===== config.mk =====
export PLATFORM = sky130hd
export DESIGN_NAME = param_matrix_multiplier
export DESIGN_NICKNAME = d
export VERILOG_FILES = /design/src/rtl/matmul_pkg.sv /design/src/rtl/matmul_mac_unit.sv /design/src/rtl/param_matrix_multiplier.sv
export SDC_FILE = /design/constraint.sdc
export NUM_CORES = 1
export LEC_CHECK = 0
export CAP_MARGIN = 10
export CORE_MARGIN = 5
export CORE_UTILIZATION = 55
export DETAILED_ROUTE_END_ITERATION = 10
export PLACE_DENSITY = 0.91
export SLEW_MARGIN = 0
export SYNTH_ARGS = -nofsm -noshare
export SYNTH_HDL_FRONTEND = slang
export SYNTH_SLANG_ARGS = --single-unit

===== constraint.sdc =====
create_clock -name clock -period 14.89 [get_ports clock]
set_input_delay 2.978 -clock clock [delete_from_list [all_inputs] [get_ports clock]]
set_output_delay 2.978 -clock clock [all_outputs]
set_load 0.005 [all_outputs]

===== src/rtl/matmul_pkg.sv =====
// Shared types and width helpers for the sequential matrix multiplier.
// Signed arithmetic is enabled by defining MATMUL_SIGNED_EN.
package matmul_pkg;

    typedef enum logic [1:0] {IDLE, MAC, DONE} state_t;

    // Holds a sum of n products of two dw-bit operands without overflow
    function automatic int unsigned calc_aw(input int unsigned dw, input int unsigned n);
        return 2 * dw + $clog2(n);
    endfunction

    function automatic int unsigned idx_w(input int unsigned n);
        return (n > 1) ? $clog2(n) : 1;
    endfunction

endpackage


===== src/rtl/matmul_mac_unit.sv =====
// Combinational multiply-accumulate: sum = acc_in + a*b, computed at AW bits.
// Operands are sign- or zero-extended according to signed_mode.
module matmul_mac_unit #(
    parameter int unsigned DW = 4,
    parameter int unsigned AW = 9
) (
    input  logic [DW-1:0] a,
    input  logic [DW-1:0] b,
    input  logic [AW-1:0] acc_in,
    input  logic          signed_mode,
    output logic [AW-1:0] sum
);

    logic [AW-1:0] a_ext;
    logic [AW-1:0] b_ext;
    logic [AW-1:0] prod;

    // The exact result fits in AW bits, so the truncated two's-complement product is exact
    always_comb begin
        a_ext = signed_mode ? {{(AW-DW){a[DW-1]}}, a} : {{(AW-DW){1'b0}}, a};
        b_ext = signed_mode ? {{(AW-DW){b[DW-1]}}, b} : {{(AW-DW){1'b0}}, b};
        prod  = a_ext * b_ext;
        sum   = acc_in + prod;
    end

endmodule


===== src/rtl/param_matrix_multiplier.sv =====
// Sequential NxN matrix multiplier with one shared MAC, double-buffered result and
// a completed-matrix counter. Define MATMUL_SIGNED_EN for two's-complement elements.
module param_matrix_multiplier
    import matmul_pkg::*;
#(
    parameter  int unsigned N  = 2,
    parameter  int unsigned DW = 4,
    parameter  int unsigned CW = 8,
    localparam int unsigned AW = calc_aw(DW, N)
) (
    input  logic              clock,
    input  logic              reset,
    input  logic              start,
    input  logic [N*N*DW-1:0] matrix_A,
    input  logic [N*N*DW-1:0] matrix_B,
    output logic              busy,
    output logic              done,
    output logic [N*N*AW-1:0] matrix_result,
    output logic [CW-1:0]     matrix_count
);

    localparam int unsigned IW = idx_w(N);
`ifdef MATMUL_SIGNED_EN
    localparam logic SIGNED_MODE = 1'b1;
`else
    localparam logic SIGNED_MODE = 1'b0;
`endif

    state_t            state;
    logic [N*N*DW-1:0] a_reg;
    logic [N*N*DW-1:0] b_reg;
    logic [N*N*AW-1:0] work;
    logic [AW-1:0]     acc;
    logic [AW-1:0]     sum;
    logic [IW-1:0]     i;
    logic [IW-1:0]     j;
    logic [IW-1:0]     k;
    logic [DW-1:0]     a_el;
    logic [DW-1:0]     b_el;

    always_comb begin
        a_el = a_reg[(int'(i) * N + int'(k)) * DW +: DW];
        b_el = b_reg[(int'(k) * N + int'(j)) * DW +: DW];
    end

    matmul_mac_unit #(
        .DW (DW),
        .AW (AW)
    ) u_mac (
        .a           (a_el),
        .b           (b_el),
        .acc_in      (acc),
        .signed_mode (SIGNED_MODE),
        .sum         (sum)
    );

    assign busy = (state != IDLE);

    always_ff @(posedge clock or negedge reset) begin
        if (!reset) begin
            state         <= IDLE;
            a_reg         <= '0;
            b_reg         <= '0;
            work          <= '0;
            acc           <= '0;
            i             <= '0;
            j             <= '0;
            k             <= '0;
            done          <= 1'b0;
            matrix_result <= '0;
            matrix_count  <= '0;
        end else begin
            done <= 1'b0;
            case (state)
                IDLE: begin
                    if (start) begin
                        a_reg <= matrix_A;
                        b_reg <= matrix_B;
                        acc   <= '0;
                        i     <= '0;
                        j     <= '0;
                        k     <= '0;
                        state <= MAC;
                    end
                end
                MAC: begin
                    if (int'(k) < N - 1) begin
                        acc <= sum;
                        k   <= k + 1'b1;
                    end else begin
                        work[(int'(i) * N + int'(j)) * AW +: AW] <= sum;
                        acc <= '0;
                        k   <= '0;
                        if (int'(j) == N - 1) begin
                            j <= '0;
                            if (int'(i) == N - 1) begin
                                i     <= '0;
                                state <= DONE;
                            end else begin
                                i <= i + 1'b1;
                            end
                        end else begin
                            j <= j + 1'b1;
                        end
                    end
                end
                DONE: begin
                    matrix_result <= work;
                    done          <= 1'b1;
                    matrix_count  <= matrix_count + 1'b1;
                    state         <= IDLE;
                end
                default: state <= IDLE;
            endcase
        end
    end

endmodule


==> results of run 1 <==
==> logic make-up (layout without fill, tap and decap cells) <==
family          Yosys count  count (layout)  share of synthesized area (%)
simple gates             99              99                           7.93
mux                      77              77                           16.4
fa+ha+maj                31              31                           7.24
flops                   127             127                           54.1
compound gates           81              81                           9.82
xor+xnor                 13              13                           1.94
buf+inv                  35             127                           2.60
==> per-stage QoR <==
stage | hold slack [ns] | cells | utilization, % | setup slack (ns)
floorplan | 0.443 | 463 | - | 10.12
global placement | 0.457 | 661 | 65.3 | 10.02
detailed placement | 0.471 | 661 | 65.3 | 9.78
CTS | 0.484 | 691 | 70.7 | 9.71
global route | 0.489 | 691 | 70.7 | 9.31
finish | 0.483 | 691 | 70.7 | 9.74
==> area by class of cell <==
type	instances	area, um^2	area share (%)
clock inverter	13	141	1.93
tap	136	170	2.32
clock buffer	17	414	5.65
sequential	127	3180	43.4
timing repair buffer	83	821	11.2
inverter	14	52.6	0.717
multi-input combinational	301	2550	34.8
==> final timing paths <==
path | slack, ns | cells after the start | to
min | 0.48 | 2 | work[4]
max reg2reg | 9.74 | 15 | work[35]
max | 9.74 | 15 | work[35]
min in group asynchronous | 2.50 | 1 | matrix_count[6]
max in group asynchronous | 11.08 | 2 | a_reg[4]
min reg2reg | 0.48 | 2 | work[4]
==> layout by cell type, fill, tap and decap left out, drive strengths merged, types with 9 or more instances in the layout <==
| cell type | netlist | final |
|---|---|---|
| a22o | 16 | 16 |
| and2 | 11 | 11 |
| clkbuf | 8 | 17 |
| clkdlybuf4s50 | 0 | 79 |
| dfrtp | 127 | 127 |
| ha | 26 | 26 |
| inv | 14 | 16 |
| mux2 | 69 | 69 |
| nand2 | 51 | 51 |
| nor2 | 10 | 10 |
| o21ai | 21 | 21 |
| o31ai | 16 | 16 |
| xnor2 | 9 | 9 |
==> per-layer routing <==
metal  wire [um]  GRT usage [%]  share of wire (%)  vias up
li1            -              -                  -     1834
met1        5290           27.1                 39     2051
met2        6860           38.5                 51      161
met3         947           7.06                7.1       35
met4         306           7.05                2.3        0
met5           0              0                  0        -
==> worst max-delay path: stages, from the launching register on <==
cell and delay (ns):
dfrtp_1 0.74, mux4_1 0.69, nand2_1 0.13, fa_1 0.39, inv_1 0.09, fa_1 0.44, ha_1 0.31, a21o_1 0.11
a21oi_1 0.10, or4b_2 0.62, o2111ai_1 0.13, ha_1 0.35, a21o_1 0.22, a22oi_1 0.13, o21ai_0 0.26, o31ai_1 0.33
==> metrics.md, run 1 <==
| Metric | Value |
|---|---|
| Outcome | `finished, final reports clean` |
| #FFs+latches synth | `127` |
| Core Rows | `37` |
| Fin crit period | `5.15 ns` |
| Die height | `113 um` |
| Cts repair resizes | `0` |
| Final setup viols | `0` |
| Worst min path class | `flop to flop` |
| RSZ-0062 raised after global routing | `no` |
| Startpoint types | `flop` |
| Most common cell in the netlist | `dfrtp_1` |
| Vias in the first global route | `4437` |
| Total GRT Usage | `22.5%` |
| DRT iter0 DRCs | `206` |
| Max_cap viols | `0` |
| Final HPWL DP | `9.25 mm` |
| Layout Skew | `0.0133 ns` |
| CTS Buffer Depth | `2` |
| Most instantiated cells after synthesis | `dfrtp_1, mux2_2, nand2_1` |
| YS warnings | `0` |
| Area leader, netlist | `dfrtp_1` |
| Syn nets | `529` |
| Dominant synthesized flop cell | `dfrtp_1` |
| Antenna Nets Post-Route | `0` |
| Starting Density | `56.6%` |
| Worst slew pin tran | `1.13 ns` |
| CTS root buf | `clkbuf_8` |
| Unique masters post-synth | `44` |
| Hold buffer count at CTS | `0` |
| Peak Freq | `0.194 GHz` |
| Core footprint | `10400 um^2` |
| IO Port Bufs | `80` |
| Top post-synthesis cells by area | `dfrtp_1, mux2_2, ha_1` |
| Setup TNS | `0 ns` |
| Final Hold Viols | `0` |
| Total CTS buffers | `17` |
| Data required, critical path | `15.32 ns` |
| Area after DPL | `6770 um^2` |
| Post-CTS setup buffer count | `0` |
| CTS tree | `built` |
| Clk slew on worst S/H paths | `0.06 ns` |
| Layout area overhead | `24.8%` |
| Total number of vias | `4081` |
| I/O pin count | `81` |
| Routed WL per cell | `19.4 um` |
| Antenna Cells | `0` |
| Via density | `5.91` |
| Die Area | `12800 um^2` |
| Proportion of layout cells with a drive suffix above 1 | `20.5%` |
| Syn Inst Count | `463` |
| Pins Over Slew Limit | `0` |
| Slew HR | `24.8%` |
| Tcrit/Tclk final | `34.6%` |
| Syn avg cell area | `12.7 um^2` |
| Fill count | `692` |
| Kind of critical path | `flop to flop` |
| Post-synth EDFFs | `0` |
| First-pass GRT wire length | `22.7 mm` |
| Post-synth top area share | `54.1%` |
| GR Overflow Total | `0` |
| Largest net degree at the start of global routing | `69` |
| Asr flop ratio synth | `100%` |
| Crit path DAT | `5.57 ns` |
| Final Wtd Congestion | `0.867` |
| Worst setup path startpoint | `k` |
| DRC violations left | `0` |
| CP max FO | `16` |
| Largest regs | `matrix_result: 36 flops, work: 36 flops` |
| Final Cell Area | `7330 um^2` |
| Final #Nets | `610` |
| Chip width | `113 um` |
| Total Wirelength | `13.4 mm` |
| CTS sink cnt | `127` |
| Sequential area share after synthesis | `54.1%` |
| Hold path start | `work[4]` |
| Critical R2R Launch | `k` |
| Initial antenna violation count | `0` |
| Post-Syn Area | `5870 um^2` |
| Kind of end point of the critical path | `flop` |
| Htree depth | `4` |
| DR pass1 iterations | `4` |
| Clk_lat worst skew | `0.53 ns` |
Power of run 1 is left out: the tool's default activity adds up to more than one toggle a clock period on the data nets, which glitch-free logic cannot reach.
==> run 2: changes to the inputs <==
==> constraint.sdc (replaced) <==
create_clock -name clock -period 5.2 [get_ports clock]
set_input_delay 1.04 -clock clock [delete_from_list [all_inputs] [get_ports clock]]
set_output_delay 1.04 -clock clock [all_outputs]
set_load 0.005 [all_outputs]
==> run 2 against run 1 <==
Flip-flop and latch count did not move. Highest routed layer unchanged. Clock skew fell by 0.0016 ns. Via count rose by 0.34%. Critical path type unchanged. Largest cell class unchanged. Critical path depth did not move. Cell count rose by 0.87%. Die area did not move. Maximum frequency rose by 8.5%. Routed wire length fell by 4.4%. First-iteration DRC count rose by 28%. Register-to-register slack got worse by 9.3 ns.
==> metrics.md, run 2 (same netlist as run 1, synthesis figures left out) <==
| Metric | Value |
|---|---|
| Outcome | `finished, final reports clean` |
| Hold path start | `matrix_count[7]` |
| Final Wtd Congestion | `0.896 (+3.3%)` |
| RSZ-0062 raised after global routing | `no` |
| Htree depth | `4 (unchanged)` |
| Peak Freq | `0.211 GHz (+8.5%)` |
| Die Area | `12800 um^2 (unchanged)` |
| Largest regs | `matrix_result: 36 flops, work: 36 flops` |
| Fin Hold WS | `0.482 ns (-0.00119 ns)` |
| Critical R2R Launch | `k` |
| Die height | `113 um (unchanged)` |
| Slew HR | `21.7% (-3.1 points)` |
| CP max FO | `9 (-7)` |
| Cts repair resizes | `0 (unchanged)` |
| Crit path DAT | `5.16 ns (-0.41 ns)` |
| Clk_lat worst skew | `0.52 ns (about the same)` |
| Most frequent cells in the layout | `dfrtp_1, clkdlybuf4s50_1, mux2_2` |
| Total number of vias | `4095 (+0.34%)` |
| Core footprint | `10400 um^2 (unchanged)` |
| DR pass1 iterations | `6 (+2)` |
| Final HPWL DP | `9.13 mm (-1.3%)` |
| IO Port Bufs | `80 (unchanged)` |
| GR Overflow Total | `0 (unchanged)` |
| Chip width | `113 um (unchanged)` |
| CTS root buf | `clkbuf_8` |
| Kind of critical path | `flop to flop` |
| Startpoint types | `flop` |
| Fin crit period | `4.75 ns (-0.402 ns)` |
| Worst setup path startpoint | `k` |
| Place WS | `0.292 ns (-9.49 ns)` |
| Total Wirelength | `12.8 mm (-4.4%)` |
| Crit path to | `acc[8]` |
| Routed WL per cell | `18.4 um (-5.3%)` |
| R2r setup slk | `0.45 ns (-9.29 ns)` |
| Core Rows | `37 (unchanged)` |
| DRT iter0 DRCs | `263 (+28%)` |
| Vias in the first global route | `4304 (-3.0%)` |
| CTS sink cnt | `127 (unchanged)` |
| Largest net degree at the start of global routing | `87 (+26%)` |
| Tcrit/Tclk final | `91.3% (+57 points)` |
| Via density | `5.88 (-0.52%)` |
| Commonest non-fill, non-tap cell in the layout | `dfrtp_1` |
| Reg2reg path depth | `15 (unchanged)` |
| Worst min path class | `flop to flop` |
| Hold buffer count at CTS | `0 (unchanged)` |
| Setup TNS | `0 ns (unchanged)` |
| Final Hold Viols | `0 (unchanged)` |
| Pins Over Slew Limit | `0 (unchanged)` |
| PnR worst setup slack | `0.452 ns (-9.29 ns)` |
| Reg-to-Reg End | `acc[8]` |
| Fill count | `679 (-1.9%)` |
| I/O pin count | `81 (unchanged)` |
| Final setup viols | `0 (unchanged)` |
| Total CTS buffers | `17 (unchanged)` |
| CTS Buffer Depth | `2 (unchanged)` |
| Worst slew pin tran | `1.17 ns (+0.0459 ns)` |
| Layout Skew | `0.0117 ns (-0.00160 ns)` |
| Antenna Cells | `0 (unchanged)` |
| Starting Density | `56.6% (unchanged)` |
| Total GRT Usage | `21.5% (-0.96 points)` |
| Clk slew on worst S/H paths | `0.06 ns (about the same)` |
| Kind of end point of the critical path | `flop` |
| DRC violations left | `0 (unchanged)` |
| Proportion of layout cells with a drive suffix above 1 | `21.6% (+1.0 points)` |
| Max_cap viols | `0 (unchanged)` |
| Antenna Nets Post-Route | `0 (unchanged)` |
| Layout area overhead | `26.1%` |
| Initial antenna violation count | `0 (unchanged)` |
| CTS tree | `built` |
| Final #Nets | `615 (+0.82%)` |
| Post-CTS setup buffer count | `0 (unchanged)` |
| Data required, critical path | `5.61 ns (-9.71 ns)` |
| First-pass GRT wire length | `22.0 mm (-2.9%)` |
-- run 2: area by class of cell --
class                      instances  area [um^2]  area share (%)
inverter                          14         52.6           0.709
timing repair buffer              88          866            11.7
clock buffer                      18          428            5.78
clock inverter                    13          163            2.20
multi-input combinational        301         2550            34.4
sequential                       127         3180            42.9
tap                              136          170            2.30
-- run 2: stage by stage --
stage          cells  instance area [um^2]  util [%]
6_report         697                  7410      71.4
5_1_grt          697                  7410      71.4
4_1_cts          696                  7390      71.3
3_5_place_dp     665                  6800      65.6
3_3_place_gp     665                  6800      65.6
2_1_floorplan    463                  5870         -
-- run 2: worst min path at each step --
| stage | to | slack (ns) | cells past startpoint |
|---|---|---|---|
| 2_1_floorplan | work[13] | 0.44 | 2 |
| 3_3_place_gp | work[28] | 0.46 | 2 |
| 3_5_place_dp | matrix_count[7] | 0.47 | 1 |
| 4_1_cts | matrix_count[7] | 0.48 | 1 |
| 5_1_grt | matrix_count[7] | 0.50 | 1 |
| 6_report | matrix_count[7] | 0.48 | 1 |
-- run 2: critical path: stages, from the launching register on --
cell and delay (ns):
dfrtp_2 0.50, mux4_1 0.65, nand2_1 0.14, fa_1 0.40
inv_1 0.09, fa_1 0.44, ha_1 0.31, a21o_1 0.10
a21oi_1 0.10, or4b_2 0.63, o2111ai_1 0.12, ha_1 0.35
a21o_1 0.21, a22oi_1 0.13, o21ai_1 0.18, o31ai_1 0.29
-- run 2: layer usage --
| layer | wire length, um | vias to the layer above | global-route usage, % | part of all wire [%] |
|---|---|---|---|---|
| li1 | - | 1845 | - | - |
| met1 | 5310 | 2072 | 27.7 | 41 |
| met2 | 6450 | 156 | 36.2 | 50 |
| met3 | 810 | 22 | 4.81 | 6.3 |
| met4 | 229 | 0 | 7.13 | 1.8 |
| met5 | 0 | - | 0 | 0 |
Power of run 2 is left out for the same reason.
